**src/rtl/hazard_scoreboard_if.sv**
```systemverilog
// ID-stage <-> hazard scoreboard bundle: source/destination info in, stall/forward/flush controls out.
interface hazard_scoreboard_if #(
  parameter int DEPTH  = 3,
  parameter int REG_AW = 5
);
  localparam int SELW = $clog2(DEPTH);
  localparam int INFW = $clog2(DEPTH + 1);

  logic              id_valid_i;
  logic [REG_AW-1:0] id_rs1_i;
  logic [REG_AW-1:0] id_rs2_i;
  logic              id_rs1_use_i;
  logic              id_rs2_use_i;
  logic [REG_AW-1:0] id_rd_i;
  logic              id_regwr_i;
  logic              id_load_i;
  logic              redirect_i;
  logic              mem_ready_i;
  logic              stall_o;
  logic              freeze_o;
  logic              flush_o;
  logic [SELW-1:0]   fwd1_sel_o;
  logic [SELW-1:0]   fwd2_sel_o;
  logic [INFW-1:0]   inflight_o;
  logic [31:0]       stall_cnt_o;

  modport master (
    output id_valid_i, id_rs1_i, id_rs2_i, id_rs1_use_i, id_rs2_use_i,
    output id_rd_i, id_regwr_i, id_load_i, redirect_i, mem_ready_i,
    input  stall_o, freeze_o, flush_o, fwd1_sel_o, fwd2_sel_o, inflight_o, stall_cnt_o
  );

  modport slave (
    input  id_valid_i, id_rs1_i, id_rs2_i, id_rs1_use_i, id_rs2_use_i,
    input  id_rd_i, id_regwr_i, id_load_i, redirect_i, mem_ready_i,
    output stall_o, freeze_o, flush_o, fwd1_sel_o, fwd2_sel_o, inflight_o, stall_cnt_o
  );
endinterface

```
**src/rtl/hazard_scoreboard.sv**
```systemverilog
// In-order pipeline hazard scoreboard: tracks in-flight writers after ID, detects RAW hazards,
// selects forwarding sources, and generates stall/flush/freeze controls.
module hazard_scoreboard #(
  parameter int DEPTH    = 3,
  parameter int LOAD_LAT = 2,
  parameter int REG_AW   = 5
) (
  input  logic              clk_i,
  input  logic              rst_i,
  hazard_scoreboard_if.slave sb
);
  localparam int SELW = $clog2(DEPTH);
  localparam int INFW = $clog2(DEPTH + 1);

  logic [DEPTH-1:0]  valid_q, valid_d;
  logic [DEPTH-1:0]  load_q, load_d;
  logic [REG_AW-1:0] rd_q [DEPTH];
  logic [REG_AW-1:0] rd_d [DEPTH];
  logic [INFW-1:0]   inflight_q, inflight_d;
  logic [31:0]       stall_cnt_q, stall_cnt_d;

  logic [DEPTH-1:0]  rdy_s;
  logic [DEPTH-1:0]  m1_s, m2_s;
  logic [SELW-1:0]   idx1_s, idx2_s;
  logic              hit1_s, hit2_s;
  logic              ok1_s, ok2_s;
  logic              stall_s, freeze_s;
  logic [SELW-1:0]   sel1_s, sel2_s;

  // Lowest-index set bit wins: the youngest writer holds the newest value.
  function automatic logic [SELW-1:0] first_idx(input logic [DEPTH-1:0] v);
    logic [SELW-1:0] idx;
    idx = '0;
    for (int k = DEPTH - 1; k >= 0; k--) begin
      if (v[k]) begin
        idx = SELW'(k);
      end else begin
        idx = idx;
      end
    end
    return idx;
  endfunction

  function automatic logic [INFW-1:0] popcount(input logic [DEPTH-1:0] v);
    logic [INFW-1:0] c;
    c = '0;
    for (int k = 0; k < DEPTH; k++) begin
      c = c + INFW'(v[k]);
    end
    return c;
  endfunction

  // Per-slot readiness and per-source writer match vectors
  always_comb begin
    rdy_s = '0;
    m1_s  = '0;
    m2_s  = '0;
    for (int k = 0; k < DEPTH; k++) begin
      rdy_s[k] = (k >= 1) && ((load_q[k] == 1'b0) || (k >= LOAD_LAT));
      m1_s[k]  = valid_q[k] && (rd_q[k] != '0) && (rd_q[k] == sb.id_rs1_i)
                 && sb.id_rs1_use_i && (sb.id_rs1_i != '0);
      m2_s[k]  = valid_q[k] && (rd_q[k] != '0) && (rd_q[k] == sb.id_rs2_i)
                 && sb.id_rs2_use_i && (sb.id_rs2_i != '0);
    end
  end

  // Hazard resolution: forward from a ready match, stall on an unready one
  always_comb begin
    idx1_s   = first_idx(m1_s);
    idx2_s   = first_idx(m2_s);
    hit1_s   = |m1_s;
    hit2_s   = |m2_s;
    ok1_s    = hit1_s && rdy_s[idx1_s];
    ok2_s    = hit2_s && rdy_s[idx2_s];
    sel1_s   = ok1_s ? idx1_s : '0;
    sel2_s   = ok2_s ? idx2_s : '0;
    stall_s  = sb.id_valid_i && ((hit1_s && !ok1_s) || (hit2_s && !ok2_s));
    freeze_s = !sb.mem_ready_i;
  end

  // Slot shift, bubble insertion and stall counting; everything holds while frozen
  always_comb begin
    valid_d     = valid_q;
    load_d      = load_q;
    rd_d        = rd_q;
    stall_cnt_d = stall_cnt_q;
    if (!freeze_s) begin
      for (int k = 1; k < DEPTH; k++) begin
        valid_d[k] = valid_q[k-1];
        load_d[k]  = load_q[k-1];
        rd_d[k]    = rd_q[k-1];
      end
      valid_d[0] = sb.id_valid_i && sb.id_regwr_i && !stall_s;
      load_d[0]  = sb.id_load_i;
      rd_d[0]    = sb.id_rd_i;
      if (stall_s && (stall_cnt_q != 32'hFFFF_FFFF)) begin
        stall_cnt_d = stall_cnt_q + 32'd1;
      end else begin
        stall_cnt_d = stall_cnt_q;
      end
    end else begin
      stall_cnt_d = stall_cnt_q;
    end
    inflight_d = popcount(valid_d);
  end

  // State registers
  always_ff @(posedge clk_i or posedge rst_i) begin
    if (rst_i) begin
      valid_q     <= '0;
      load_q      <= '0;
      for (int k = 0; k < DEPTH; k++) begin
        rd_q[k] <= '0;
      end
      inflight_q  <= '0;
      stall_cnt_q <= 32'd0;
    end else begin
      valid_q     <= valid_d;
      load_q      <= load_d;
      rd_q        <= rd_d;
      inflight_q  <= inflight_d;
      stall_cnt_q <= stall_cnt_d;
    end
  end

  assign sb.stall_o     = stall_s;
  assign sb.freeze_o    = freeze_s;
  assign sb.flush_o     = sb.redirect_i && !stall_s && !freeze_s;
  assign sb.fwd1_sel_o  = sel1_s;
  assign sb.fwd2_sel_o  = sel2_s;
  assign sb.inflight_o  = inflight_q;
  assign sb.stall_cnt_o = stall_cnt_q;
endmodule

```
**src/flat_wrapper.sv**
```systemverilog
// flat-port wrapper written by rule: the top's interface ports become plain ports
module hazard_scoreboard_flat 
#(
  parameter int DEPTH    = 3,
  parameter int LOAD_LAT = 2,
  parameter int REG_AW   = 5
)
  (clk_i, rst_i, sb_id_valid_i, sb_id_rs1_i, sb_id_rs2_i, sb_id_rs1_use_i, sb_id_rs2_use_i, sb_id_rd_i, sb_id_regwr_i, sb_id_load_i, sb_redirect_i, sb_mem_ready_i, sb_stall_o, sb_freeze_o, sb_flush_o, sb_fwd1_sel_o, sb_fwd2_sel_o, sb_inflight_o, sb_stall_cnt_o);
  hazard_scoreboard_if #(.DEPTH(DEPTH), .REG_AW(REG_AW)) sb_i ();
  input  logic clk_i;
  input  logic rst_i;
  input wire logic [$bits(sb_i.id_valid_i)-1:0] sb_id_valid_i;
  input wire logic [$bits(sb_i.id_rs1_i)-1:0] sb_id_rs1_i;
  input wire logic [$bits(sb_i.id_rs2_i)-1:0] sb_id_rs2_i;
  input wire logic [$bits(sb_i.id_rs1_use_i)-1:0] sb_id_rs1_use_i;
  input wire logic [$bits(sb_i.id_rs2_use_i)-1:0] sb_id_rs2_use_i;
  input wire logic [$bits(sb_i.id_rd_i)-1:0] sb_id_rd_i;
  input wire logic [$bits(sb_i.id_regwr_i)-1:0] sb_id_regwr_i;
  input wire logic [$bits(sb_i.id_load_i)-1:0] sb_id_load_i;
  input wire logic [$bits(sb_i.redirect_i)-1:0] sb_redirect_i;
  input wire logic [$bits(sb_i.mem_ready_i)-1:0] sb_mem_ready_i;
  output wire logic [$bits(sb_i.stall_o)-1:0] sb_stall_o;
  output wire logic [$bits(sb_i.freeze_o)-1:0] sb_freeze_o;
  output wire logic [$bits(sb_i.flush_o)-1:0] sb_flush_o;
  output wire logic [$bits(sb_i.fwd1_sel_o)-1:0] sb_fwd1_sel_o;
  output wire logic [$bits(sb_i.fwd2_sel_o)-1:0] sb_fwd2_sel_o;
  output wire logic [$bits(sb_i.inflight_o)-1:0] sb_inflight_o;
  output wire logic [$bits(sb_i.stall_cnt_o)-1:0] sb_stall_cnt_o;
  assign sb_i.id_valid_i = sb_id_valid_i;
  assign sb_i.id_rs1_i = sb_id_rs1_i;
  assign sb_i.id_rs2_i = sb_id_rs2_i;
  assign sb_i.id_rs1_use_i = sb_id_rs1_use_i;
  assign sb_i.id_rs2_use_i = sb_id_rs2_use_i;
  assign sb_i.id_rd_i = sb_id_rd_i;
  assign sb_i.id_regwr_i = sb_id_regwr_i;
  assign sb_i.id_load_i = sb_id_load_i;
  assign sb_i.redirect_i = sb_redirect_i;
  assign sb_i.mem_ready_i = sb_mem_ready_i;
  assign sb_stall_o = sb_i.stall_o;
  assign sb_freeze_o = sb_i.freeze_o;
  assign sb_flush_o = sb_i.flush_o;
  assign sb_fwd1_sel_o = sb_i.fwd1_sel_o;
  assign sb_fwd2_sel_o = sb_i.fwd2_sel_o;
  assign sb_inflight_o = sb_i.inflight_o;
  assign sb_stall_cnt_o = sb_i.stall_cnt_o;
  hazard_scoreboard #(.DEPTH(DEPTH), .LOAD_LAT(LOAD_LAT), .REG_AW(REG_AW)) u_core (.clk_i(clk_i), .rst_i(rst_i), .sb(sb_i));
endmodule
```
**config.mk**
```make
export PLATFORM = sky130hd
export DESIGN_NAME = hazard_scoreboard_flat
export DESIGN_NICKNAME = d
export VERILOG_FILES = /design/src/rtl/hazard_scoreboard_if.sv /design/src/rtl/hazard_scoreboard.sv /design/src/flat_wrapper.sv
export SDC_FILE = /design/constraint.sdc
export NUM_CORES = 1
export LEC_CHECK = 0
export CAP_MARGIN = 20
export CORE_MARGIN = 2
export CORE_UTILIZATION = 50
export DETAILED_ROUTE_END_ITERATION = 6
export PLACE_DENSITY = 0.79
export SLEW_MARGIN = 20
export SYNTH_ARGS = -nofsm -noshare
export SYNTH_HDL_FRONTEND = slang
export SYNTH_SLANG_ARGS = --single-unit
```
**constraint.sdc**
```tcl
create_clock -name clk_i -period 2.6 [get_ports clk_i]
set_input_delay 0.26 -clock clk_i [delete_from_list [all_inputs] [get_ports clk_i]]
set_output_delay 0.26 -clock clk_i [all_outputs]
set_load 0.01 [all_outputs]
```
# Word-level counts from Yosys, hierarchy flattened
# Cells that the tools add are included.
dict set report classes {
  muxes 13
  bitwise 1
  n_reduce_logical 44
  addsub 3
  eq_ne 7
  magnitude_cmp 2
}
# op count
set ops {}
lappend ops {{adder 32 x 1 -> 32 bit (second input constant)} 1}
lappend ops {{!= test 32 bit (second input constant)} 1}
lappend ops {{logical AND 1 bit} 31}
lappend ops {{equality test 5 bit} 6}
lappend ops {{nonzero test 5 bit} 5}
lappend ops {{two-way mux 2 bit} 8}
lappend ops {{< comparator 2 x 3 -> 1 bit (second input constant)} 2}
lappend ops {{OR reduction 3 bit} 2}
lappend ops {{binary-select mux 1 bit (select 2 bit)} 2}
lappend ops {{logical NOT 1 bit} 4}
lappend ops {{two-way mux 3 bit} 1}
lappend ops {{adder 1 x 1 -> 2 bit} 1}
lappend ops {{adder 2 x 1 -> 2 bit} 1}
lappend ops {{two-way mux 1 bit} 2}
lappend ops {{AND reduction 2 bit} 1}
lappend ops {{logical OR 1 bit} 1}
lappend ops {{NOT 1 bit} 1}
dict set report word_totals {
  wordCells 77
  input_bits 24
  regBits 54
  output_inout_bits 41
}

# Depth between registers and ports, before layout
# Gate-level depths: netlist of run 1.
dict set report logic_depth {
  depth_word 20
  mapped_depth 9
}

# Least setup slack after synthesis of run 1
# Ideal clock, no wire load.
dict set report synth_timing {
  kind {register to register}
  from {register u_core.rd_q[6] (netlist name)}
  to {register u_core.inflight_q[0], in the netlist u_core.sb.inflight_o[0]}
  t_arrival_ns 2.228
  t_required_ns 2.486
  path_stages_with_launch 10
  slack_ns 0.259
  cell_sequence {dfrtp_1 or4_1 o21ai_0 nor4_1 o21ai_1 nand2_1 nor2_1 a21oi_1 fa_1 inv_1}
}
dict set report synth_between {
  elab_chain_len 19
  elab_cells_between_ends 33
}
# item line
set synth_rtl {}
lappend synth_rtl {{start: declaration} hazard_scoreboard.sv:17} ;# logic [REG_AW-1:0] rd_q [DEPTH];
lappend synth_rtl {{start signal: assignment} hazard_scoreboard.sv:120} ;# rd_q <= rd_d;
lappend synth_rtl {{nonzero test 5 bit} {hazard_scoreboard.sv:60, hazard_scoreboard.sv:62}}
lappend synth_rtl {{logical AND 1 bit} {hazard_scoreboard.sv:60, hazard_scoreboard.sv:62}}
lappend synth_rtl {{logical AND 1 bit, on equally long branches} {hazard_scoreboard.sv:60, hazard_scoreboard.sv:62}}
lappend synth_rtl {{logical AND 1 bit, on equally long branches (2 in a row)} {hazard_scoreboard.sv:61, hazard_scoreboard.sv:63}}
lappend synth_rtl {{two-way mux 2 bit (2 in a row)} hazard_scoreboard.sv:35} ;# if (v[k]) begin
lappend synth_rtl {{binary-select mux 1 bit (select 2 bit), on equally long branches} {hazard_scoreboard.sv:73, hazard_scoreboard.sv:74}}
lappend synth_rtl {{two-way mux 1 bit, on equally long branches} {hazard_scoreboard.sv:73, hazard_scoreboard.sv:74}}
lappend synth_rtl {{logical AND 1 bit, on equally long branches} {hazard_scoreboard.sv:73, hazard_scoreboard.sv:74}}
lappend synth_rtl {{[... 2 more ...]} -}
lappend synth_rtl {{logical OR 1 bit (*)} hazard_scoreboard.sv:77} ;# stall_s = sb.id_valid_i && ((hit1_s && !ok1_s) || (hit2_s && !ok2_s));
lappend synth_rtl {{logical AND 1 bit (*)} hazard_scoreboard.sv:77}
lappend synth_rtl {{logical NOT 1 bit (*)} hazard_scoreboard.sv:93} ;# valid_d[0] = sb.id_valid_i && sb.id_regwr_i && !stall_s;
lappend synth_rtl {{logical AND 1 bit (*)} hazard_scoreboard.sv:93}
lappend synth_rtl {{two-way mux 3 bit (*)} hazard_scoreboard.sv:87} ;# if (!freeze_s) begin
lappend synth_rtl {{adder 1 x 1 -> 2 bit (*)} hazard_scoreboard.sv:48} ;# c = c + INFW'(v[k]);
lappend synth_rtl {{adder 2 x 1 -> 2 bit (*)} hazard_scoreboard.sv:48}
lappend synth_rtl {{net u_core.inflight_d[0]} hazard_scoreboard.sv:19} ;# logic [INFW-1:0] inflight_q, inflight_d;
lappend synth_rtl {{end signal: assignment} hazard_scoreboard.sv:121} ;# inflight_q <= inflight_d;
lappend synth_rtl {{end: declaration} hazard_scoreboard.sv:19}
# Mark *: on every way through the listed nets, which the timed path passes. The rest lies on a longest branch. The select of a mux whose other input is x is not followed.
# A chain may end at the register's enable or synchronous reset.

# Final worst setup path of run 1
dict set report layout_timing {
  from {register u_core.rd_q[12] (netlist name)}
  to {output port sb_stall_o}
}
dict set report layout_between {
  elab_chain_len 13
  elab_cells_between_ends 26
}
# item line
set layout_rtl {}
lappend layout_rtl {{nonzero test 5 bit} {hazard_scoreboard.sv:60, hazard_scoreboard.sv:62}}
lappend layout_rtl {{logical AND 1 bit} {hazard_scoreboard.sv:60, hazard_scoreboard.sv:62}}
lappend layout_rtl {{logical AND 1 bit, on equally long branches} {hazard_scoreboard.sv:60, hazard_scoreboard.sv:62}}
lappend layout_rtl {{logical AND 1 bit, on equally long branches (2 in a row)} {hazard_scoreboard.sv:61, hazard_scoreboard.sv:63}}
lappend layout_rtl {{two-way mux 2 bit} hazard_scoreboard.sv:35}
lappend layout_rtl {{binary-select mux 1 bit (select 2 bit), on equally long branches} {hazard_scoreboard.sv:73, hazard_scoreboard.sv:74}}
lappend layout_rtl {{two-way mux 1 bit, on equally long branches} {hazard_scoreboard.sv:73, hazard_scoreboard.sv:74}}
lappend layout_rtl {{logical AND 1 bit, on equally long branches} {hazard_scoreboard.sv:73, hazard_scoreboard.sv:74}}
lappend layout_rtl {{logical NOT 1 bit} hazard_scoreboard.sv:77}
lappend layout_rtl {{logical AND 1 bit} hazard_scoreboard.sv:77}
lappend layout_rtl {{logical OR 1 bit (*)} hazard_scoreboard.sv:77}
lappend layout_rtl {{logical AND 1 bit (*)} hazard_scoreboard.sv:77}
lappend layout_rtl {{end: declaration} flat_wrapper.sv:22} ;# output wire logic [$bits(sb_i.stall_o)-1:0] sb_stall_o;
# Every way passes the cells marked *; elsewhere a longest branch is shown, timed or not. The select of a mux whose other input is x is not followed.

==> flow_summary.toml, run 1 <==
[floorplanning]
core-area_mm2 = 0.005507
initial_utilization = 0.5185
pin_count = 65
die_area_mm2 = 0.006331
fp-row-count = 27
die_x_um = 79.57
dieHeight_um = 79.57

[worst_hold_path]
hold_class = "in -> async"

[pwr]
p_per_area_mw_per_mm2 = 469.4
p_leak_nw = 1.725
peakVddDrop_mv = 0.3228

[sta]
finalHoldWorstSlack_ns = 0.1297
maxSlewViolCount = 0
hold_viol = 0
final.period_utilization = 0.9795
fin_crit_ns = 2.547
max_freq_mhz = 392.6
rsz0062_at_grt = "yes"
worst_pin_slew_ns = 0.3869
skew_ns = 0.008571
max_slew_margin = 0.7421
setup-violations-final = 0
finalSetupTns_ns = 0

[detailed_routing]
drtIter0Drc = 102
firstDrtPassIters = 4
drc = 0
vias_per_cell = 5.476
drtAntennaViolNets = 0
vias = 2349
wire_per_inst_um = 15.53
postRouteWirelength_mm = 6.662

[synthesis]
synth_top_area_frac = 0.4733
syn_nets = 285
synth_common_cells = "54 x dfrtp_1, 44 x xnor2_1, 26 x nand3_1"
synth_seq_area_share = 0.4733
yosys-top-cells-area = "dfrtp_1 47%, xnor2_1 13%, mux2_2 7.1%, xor2_1 5.2%, nand3_1 4.6%"
yosysMostFrequentCell = "dfrtp_1"
synth.distinct_cells = 34
ys.flop_type = "dfrtp_1"
yosys_warnings = 0
syn_area_mm2 = 0.002855
syn_avg_cell_area_um2 = 11.02
netlist.top_cell.by_area = "dfrtp_1"
synthArstFlopShare = 1.000
synth-edff-count = 0
ys_ff_latch = 54
netlist_instances = 259

[layout]
finalInstanceArea_mm2 = 0.003934
finalNetCount = 382
drive_gt1_frac = 0.2045
diodes = 0
area_growth_pct = 37.77

[cts]
clockBufferDepth = 2
clk_pin_slew_worst_paths_ns = 0.10
htreeDepth = 2
cts_made_buffers = 5
cts_sinks = 54
clockRootBuffer = "clkbuf_8"
cts_tree = "built"
clock_latency_ns = 0.30

[global_route]
grt_usage = 0.2238
antenna_found_initial = 0
overflow = 0
grt_pass1_vias = 2475
grt_pass1_wl_mm = 11.25
grt_max_degree = 33

[place]
place_hpwl_mm = 4.936
io_buffers = 64
gp_congestion = 0.8909
placed_area_mm2 = 0.003786

[critical_path]
r2r_setup_slack_ns = 0.10
arrival_ns = 2.29
reg2reg_to = "u_core.sb.stall_cnt_o[4]"
path_max_fanout = 2
end_kind = "output port"
crit_type = "reg -> out"
cp.required_ns = 2.34
r2r_cells = 11
reg2reg_from = "u_core.rd_q[13]"
setup.worst_path.start_class = "register"

[run_status]
outcome = "completed"

[run]
cap_viol_max_count = 0
[kinds of logic after synthesis]
kind of cell / Yosys count / synth area share
flops: 54 / 0.4733
fa+ha+maj: 2 / 0.01139
simple gates: 97 / 0.1994
xor+xnor: 61 / 0.1871
buf+inv: 14 / 0.02366
compound gates: 11 / 0.02542
mux: 20 / 0.07975
[placed cells by master (no fill, tap or decap), drive strengths merged]
cell           instances
nor3b                  2
nand4b                 1
clkinvlp               1
fa                     1
mux2i                  1
a22oi                  1
mux2                  19
clkdlybuf4s50         58
buf                   33
nand2                  9
ha                     1
nor2                   5
nor3                   1
a21oi                  2
nor4                   8
or3                    1
o311ai                 1
and3                  18
bufinv                 1
and2                   6
inv                    8
xor2                  17
nand4                  8
or4                    5
clkbuf                 8
a21o                   1
dfrtp                 54
o21ai                  6
and4                   7
dlygate4sd2            2
nand3                 26
clkdlybuf4s15          1
xnor2                 44
[where the power goes]
part	total [W]	leakage, nW	switching (W)	internal, W
combinational	0.000343	0.962	0.000148	0.000196
clock	0.000555	0.0514	0.000268	0.000288
sequential	0.000948	0.711	0.0000534	0.000894
total	0.00185	1.72	0.000469	0.00138
[worst max path at each step]
stage	start	to	slack [ns]
floorplan	u_core.rd_q[6]	u_core.sb.inflight_o[0]	0.26
global placement	sb_id_rs2_i[1]	sb_flush_o	-0.30
detailed placement	sb_id_rs2_i[1]	sb_flush_o	-0.36
CTS	u_core.rd_q[11]	sb_flush_o	-0.004
global route	u_core.rd_q[12]	sb_flush_o	-0.05
finish	u_core.rd_q[12]	sb_stall_o	0.05
[registers in the layout (all words and copies together) (netlist names)]
name                   cells
u_core.sb.stall_cnt_o     32
u_core.valid_q             3
u_core.rd_q               15
u_core.load_q              2
u_core.sb.inflight_o       2
[layout make-up]
class                   count  area [um2]
clock inverters             2       37.54
fillers                   422        1573
flip-flops and latches     54        1351
inverters                   8       30.03
multi-input cells         191        1476
clock buffers               6       72.57
well taps                  72       90.09
repair buffers             96       875.8
[per-stage QoR]
stage                     total power, W  instances  utilization  worst slack, ns
after floorplan                 0.001134        259            -           0.2587
after global placement          0.001286        419       0.6876          -0.3007
after detailed placement        0.001296        419       0.6876          -0.3647
after CTS                       0.001861        427       0.7119        -0.003637
after global routing            0.001943        429       0.7144         -0.04836
final                           0.001846        429       0.7144          0.05319
[worst max-delay path: stages (launching register included)]
cell	delay, ns
dfrtp_1	0.41
or4_4	0.55
o21ai_4	0.19
nor2_1	0.08
a22oi_2	0.24
nand2_2	0.10
and2_1	0.18
clkdlybuf4s15_1	0.23
[per-layer routing]
metal | vias up | track usage | share of wire
li1 | 1112 | - | -
met1 | 1147 | 0.2836 | 0.43
met2 | 76 | 0.3790 | 0.50
met3 | 14 | 0.04638 | 0.048
met4 | 0 | 0.07931 | 0.018
met5 | - | 0 | 0
[repair_timing]
| action | 4_1_cts | 5_1_grt |
|---|---|---|
| pin swaps | 2 | 4 |
| gates resized for setup | 17 | 11 |
| setup endpoints to repair | 7 | 4 |
| buffers inserted | 0 | 2 |
| hold buffers | 0 | 0 |
(Power assumes the default switching activity.)
==> run 2: changes to the inputs <==
--- a/config.mk
+++ b/config.mk
@@ -9,6 +9,7 @@
 export CORE_MARGIN = 2
 export CORE_UTILIZATION = 50
 export DETAILED_ROUTE_END_ITERATION = 6
+export MAX_ROUTING_LAYER = met4
 export PLACE_DENSITY = 0.79
 export SLEW_MARGIN = 20
 export SYNTH_ARGS = -nofsm -noshare
==> constraint.sdc (replaced) <==
create_clock -name clk_i -period 2.8 [get_ports clk_i]
set_input_delay 0.28 -clock clk_i [delete_from_list [all_inputs] [get_ports clk_i]]
set_output_delay 0.28 -clock clk_i [all_outputs]
set_load 0.01 [all_outputs]
==> run 2 against run 1 <==
  * Sequential share of layout area rose by 0.47 points
  * Die area unchanged
  * Critical path depth is the same
  * Combinational power down 11%
  * Final cell count decreased by 1.4%
  * Worst hold slack improved by 0.24 ns
  * Critical path type unchanged
  * Largest power group unchanged
==> flow_summary.toml, run 2 (synthesis gave the netlist of run 1 again) <==
[run_status]
outcome = "completed"

[layout]
diodes = 0
multi_input_area_mm2 = 0.001464
nFillCells = 416
final_common_cell = "clkdlybuf4s50_1"
seq_area_mm2 = 0.001351
finalNetCount = 376
finalInstanceArea_mm2 = 0.003881
drive_gt1_frac = 0.1795
area_growth_pct = 35.93
largest_reg_flops = 32
final_cell_mix = "59 x clkdlybuf4s50_1, 54 x dfrtp_1, 44 x xnor2_1, 26 x nand3_1, 25 x buf_4"

[global_route]
grt_usage = 0.2260
overflow = 0
grt_pass1_vias = 2324
antenna_found_initial = 0
grt_max_degree = 33
grt_pass1_wl_mm = 10.96

[pwr]
p_per_area_mw_per_mm2 = 419.4
power_w = 0.001628
peakVddDrop_mv = 0.2500
p_leak_nw = 1.723

[place]
gp_congestion = 0.9449
pre_cts_slack_ns = -0.1717
placed_area_mm2 = 0.003756
io_buffers = 64
place_hpwl_mm = 4.933

[critical_path]
r2r_cells = 9
reg2reg_to = "u_core.sb.inflight_o[0]"
crit_type = "reg -> out"
setup.worst_path.start_class = "register"
path_max_fanout = 2
cp.required_ns = 2.52
arrival_ns = 2.50
r2r_setup_slack_ns = 0.34
reg2reg_from = "u_core.rd_q[11]"
end_kind = "output port"

[sta]
max_slew_margin = 0.5061
fin_ws_ns = 0.01671
worst_pin_slew_ns = 0.7381
rsz0062_at_grt = "yes"
finalSetupTns_ns = 0
final.period_utilization = 0.9940
setup-violations-final = 0
skew_ns = 0.004585
maxSlewViolCount = 0
finalHoldWorstSlack_ns = 0.3674
fin_crit_ns = 2.783
max_freq_mhz = 359.3
hold_viol = 0

[detailed_routing]
vias = 2274
postRouteWirelength_mm = 6.465
drc = 0
firstDrtPassIters = 5
drtAntennaViolNets = 0
vias_per_cell = 5.376
drtIter0Drc = 56
wire_per_inst_um = 15.28

[worst_hold_path]
hold_class = "in -> async"

[cts]
clock_latency_ns = 0.30
htreeDepth = 2
cts_made_buffers = 5
clk_pin_slew_worst_paths_ns = 0.09
cts_sinks = 54
clockRootBuffer = "clkbuf_8"
clockBufferDepth = 2
postCtsHoldBufs = 0
cts_tree = "built"

[floorplanning]
die_x_um = 79.57
initial_utilization = 0.5185
die_area_mm2 = 0.006331
fp-row-count = 27
pin_count = 65
core-area_mm2 = 0.005507
dieHeight_um = 79.57

[run]
cap_viol_max_count = 0
==> run 2: worst max path at each step <==
| stage | from | end | depth (start not counted) | slack (ns) |
|---|---|---|---|---|
| 2_1_floorplan | u_core.rd_q[6] | u_core.sb.inflight_o[0] | 9 | 0.46 |
| 3_3_place_gp | sb_id_rs2_i[1] | sb_flush_o | 9 | -0.15 |
| 3_5_place_dp | sb_id_rs2_i[1] | sb_flush_o | 9 | -0.17 |
| 4_1_cts | sb_id_rs2_i[0] | sb_stall_o | 8 | 0.003 |
| 5_1_grt | u_core.rd_q[11] | sb_stall_o | 7 | -0.07 |
| 6_report | u_core.rd_q[11] | sb_stall_o | 7 | 0.02 |
==> run 2: layout make-up <==
class                           instances  area share
Clock buffer                            6     0.02128
Clock inverter                          2    0.003224
Inverter                                8    0.007737
Multi-Input combinational cell        191      0.3772
Sequential cell                        54      0.3482
Tap cell                               72     0.02321
Timing Repair Buffer                   90      0.2192
==> run 2: power by group <==
group          total [W]  internal (W)  switching, W
registers       0.000881      0.000831     0.0000509
clock network   0.000441      0.000199      0.000242
logic           0.000306      0.000175      0.000131
total            0.00163       0.00120      0.000423
==> run 2: stage by stage <==
step                        util  cells
after CTS                 0.7001    423
final                     0.7048    423
after floorplan                -    259
after global placement    0.6821    415
after global routing      0.7048    423
after detailed placement  0.6821    415
==> run 2: what timing repair did <==
action,in CTS,in global routing
resized for setup,8,7
setup buffers,0,0
setup endpoints to repair,6,3
==> run 2: critical path, cell delays in order (launching register included) <==
cell and delay, ns:
dfrtp_1 0.38, or4_1 0.58, o21ai_2 0.19, nor2_1 0.08
a22oi_2 0.22, nand2_1 0.10, and2_1 0.18, clkdlybuf4s50_1 0.47
==> run 2: routing by layer <==
layer | track usage | vias up | part of all wire
met5 | - | - | 0
li1 | - | 1104 | -
met1 | 0.2839 | 1107 | 0.43
met2 | 0.3849 | 54 | 0.52
met4 | 0.06552 | 0 | 0.013
met3 | 0.02941 | 9 | 0.034
==> run 3: changes to the inputs <==
==> constraint.sdc (replaced) <==
create_clock -name clk_i -period 2.7 [get_ports clk_i]
set_input_delay 0.27 -clock clk_i [delete_from_list [all_inputs] [get_ports clk_i]]
set_output_delay 0.27 -clock clk_i [all_outputs]
set_load 0.01 [all_outputs]
==> run 3 against run 2 <==
  * Setup slack improved by 0.12 ns
  * Clock-buffer cell count did not move
  * Final cell count unchanged
  * Sequential power up 3.9%
  * Clock power rose by 25%
  * Global-route usage is 0.80 points higher
  * Wire length grew 4.4%
  * Critical path type unchanged
  * Largest power group unchanged
  * Highest routed layer unchanged
==> flow_summary.toml, run 3 (synthesis gave the netlist of run 1 again) <==
[detailed_routing]
wire_per_inst_um = 15.96
drc = 0
vias_per_cell = 5.423
firstDrtPassIters = 4
vias = 2294
postRouteWirelength_mm = 6.749
drtIter0Drc = 72
drtAntennaViolNets = 0

[critical_path]
crit_type = "reg -> out"
startpoint = "u_core.rd_q[11]"
crit_chain = "or4_4 -> o21ai_4 -> nor2_1 -> a22oi_2 -> nand2_1 -> and2_1 -> dlygate4sd2_1"
r2r_cells = 9
r2r_setup_slack_ns = 0.28
cp.required_ns = 2.43
path_max_fanout = 2
end_kind = "output port"
reg2reg_from = "u_core.rd_q[11]"
setup.worst_path.start_class = "register"
cpMaxStageDelayCell = "or4_4"
reg2reg_to = "u_core.sb.inflight_o[0]"
worst_path_largest_cell_delay_ns = 0.57
arrival_ns = 2.29

[sta]
maxSlewViolCount = 0
setup-violations-final = 0
worst_pin_slew_ns = 0.7617
skew_ns = 0.006387
max_slew_margin = 0.4903
hold_viol = 0
fin_crit_ns = 2.560
final.period_utilization = 0.9480
rsz0062_at_grt = "no"
finalHoldWorstSlack_ns = 0.4571
max_freq_mhz = 390.7

[cts]
cts_tree = "built"
clockRootBuffer = "clkbuf_8"
clk_pin_slew_worst_paths_ns = 0.09
post_cts_buffers = 0
postCtsHoldBufs = 0
cts_sinks = 54
htreeDepth = 2
cts_made_buffers = 5
clock_latency_ns = 0.30
clockBufferDepth = 2

[floorplanning]
initial_utilization = 0.5185
core-area_mm2 = 0.005507
die_area_mm2 = 0.006331
die_x_um = 79.57
dieHeight_um = 79.57
pin_count = 65
fp-row-count = 27

[pwr]
p_int_w = 0.001344
p_leak_nw = 1.718
p_switching_w = 0.0004486
peakVddDrop_mv = 0.3358
p_per_area_mw_per_mm2 = 459.4
power_w = 0.001792
p_clk_frac = 0.307
p_sw_frac = 0.2503
comb_power_share = 0.183
pwr-share-seq = 0.510

[place]
gp_congestion = 0.9300
placed_area_mm2 = 0.003764
place_hpwl_mm = 4.884
io_buffers = 64
place_inst = 416

[layout]
diodes = 0
final_cell_mix = "58 x clkdlybuf4s50_1, 54 x dfrtp_1, 44 x xnor2_1, 26 x nand3_1, 26 x buf_4"
final_common_cell = "clkdlybuf4s50_1"
area_growth_pct = 36.63
nFillCells = 442
fin_cells = 423
finalNetCount = 377
drive_gt1_frac = 0.1852
final_util = 0.7085
largest_reg_flops = 32
finalInstanceArea_mm2 = 0.003901

[run]
cap_viol_max_count = 0

[global_route]
grt_usage = 0.2340
antenna_found_initial = 0
overflow = 0
grt_pass1_vias = 2417
grt_pass1_wl_mm = 11.34
grt_max_degree = 55

[worst_hold_path]
hold_class = "in -> async"

[run_status]
outcome = "completed"
[run 3: changes by cell type in the layout (fill, tap and decap cells not counted), sizes merged]
cell,delta
clkbuf,+1
dlygate4sd2,+3
buf,+1
clkdlybuf4s50,-1
bufinv,+1
clkinvlp,-1
clkinv,-1
dlymetal6s2s,-2
clkdlybuf4s15,-1
[run 3: cell type report]
class | count | area [um2] | share of cell area
Multi-Input combinational cell | 191 | 1473 | 0.3775
Inverter | 8 | 30.03 | 0.007697
Timing Repair Buffer | 91 | 844.6 | 0.2165
Sequential cell | 54 | 1351 | 0.3464
Tap cell | 72 | 90.09 | 0.02309
Clock buffer | 6 | 82.58 | 0.02117
Clock inverter | 1 | 30.03 | 0.007697
[run 3: per-stage QoR]
step	TNS, ns	worst slack [ns]
global placement	-0.5799	-0.2187
global route	0	0.01977
finish	0	0.1403
CTS	0	0.04180
detailed placement	-1.135	-0.2514
floorplan	0	0.3587
[run 3: what timing repair did]
item | 4_1_cts | 5_1_grt
gates cloned | 0 | 0
pin swaps | 0 | 3
resized for setup | 14 | 5
setup endpoints to repair | 6 | 2
[run 3: power by group through the flow]
stage	combinational [W]	sequential (W)	clock [W]
finish	0.000328	0.000915	0.000550
global route	0.000360	0.000923	0.000588
CTS	0.000328	0.000912	0.000563
detailed placement	0.000323	0.000927	0
global placement	0.000314	0.000923	0
floorplan	0.000161	0.000931	0
[run 3: per-layer routing]
metal	routed length, um	vias to the layer above	track usage
met5	0	-	-
met4	140	0	0.07759
met3	255	12	0.03959
met2	3361	55	0.3916
met1	2991	1132	0.2893
li1	-	1095	-
[run 3: worst max path at each step]
stage | end | slack, ns | cells past startpoint
finish | sb_stall_o | 0.14 | 7
global route | sb_stall_o | 0.02 | 7
CTS | sb_flush_o | 0.04 | 8
detailed placement | sb_flush_o | -0.25 | 9
global placement | sb_flush_o | -0.22 | 9
floorplan | u_core.sb.inflight_o[0] | 0.36 | 9
[run 3: worst max-delay path: cells and delay by family, from the launching register on]
family          cells  cell delay, ns
simple gates        4            0.94
buf+inv             1            0.28
flops               1            0.39
compound gates      2            0.38
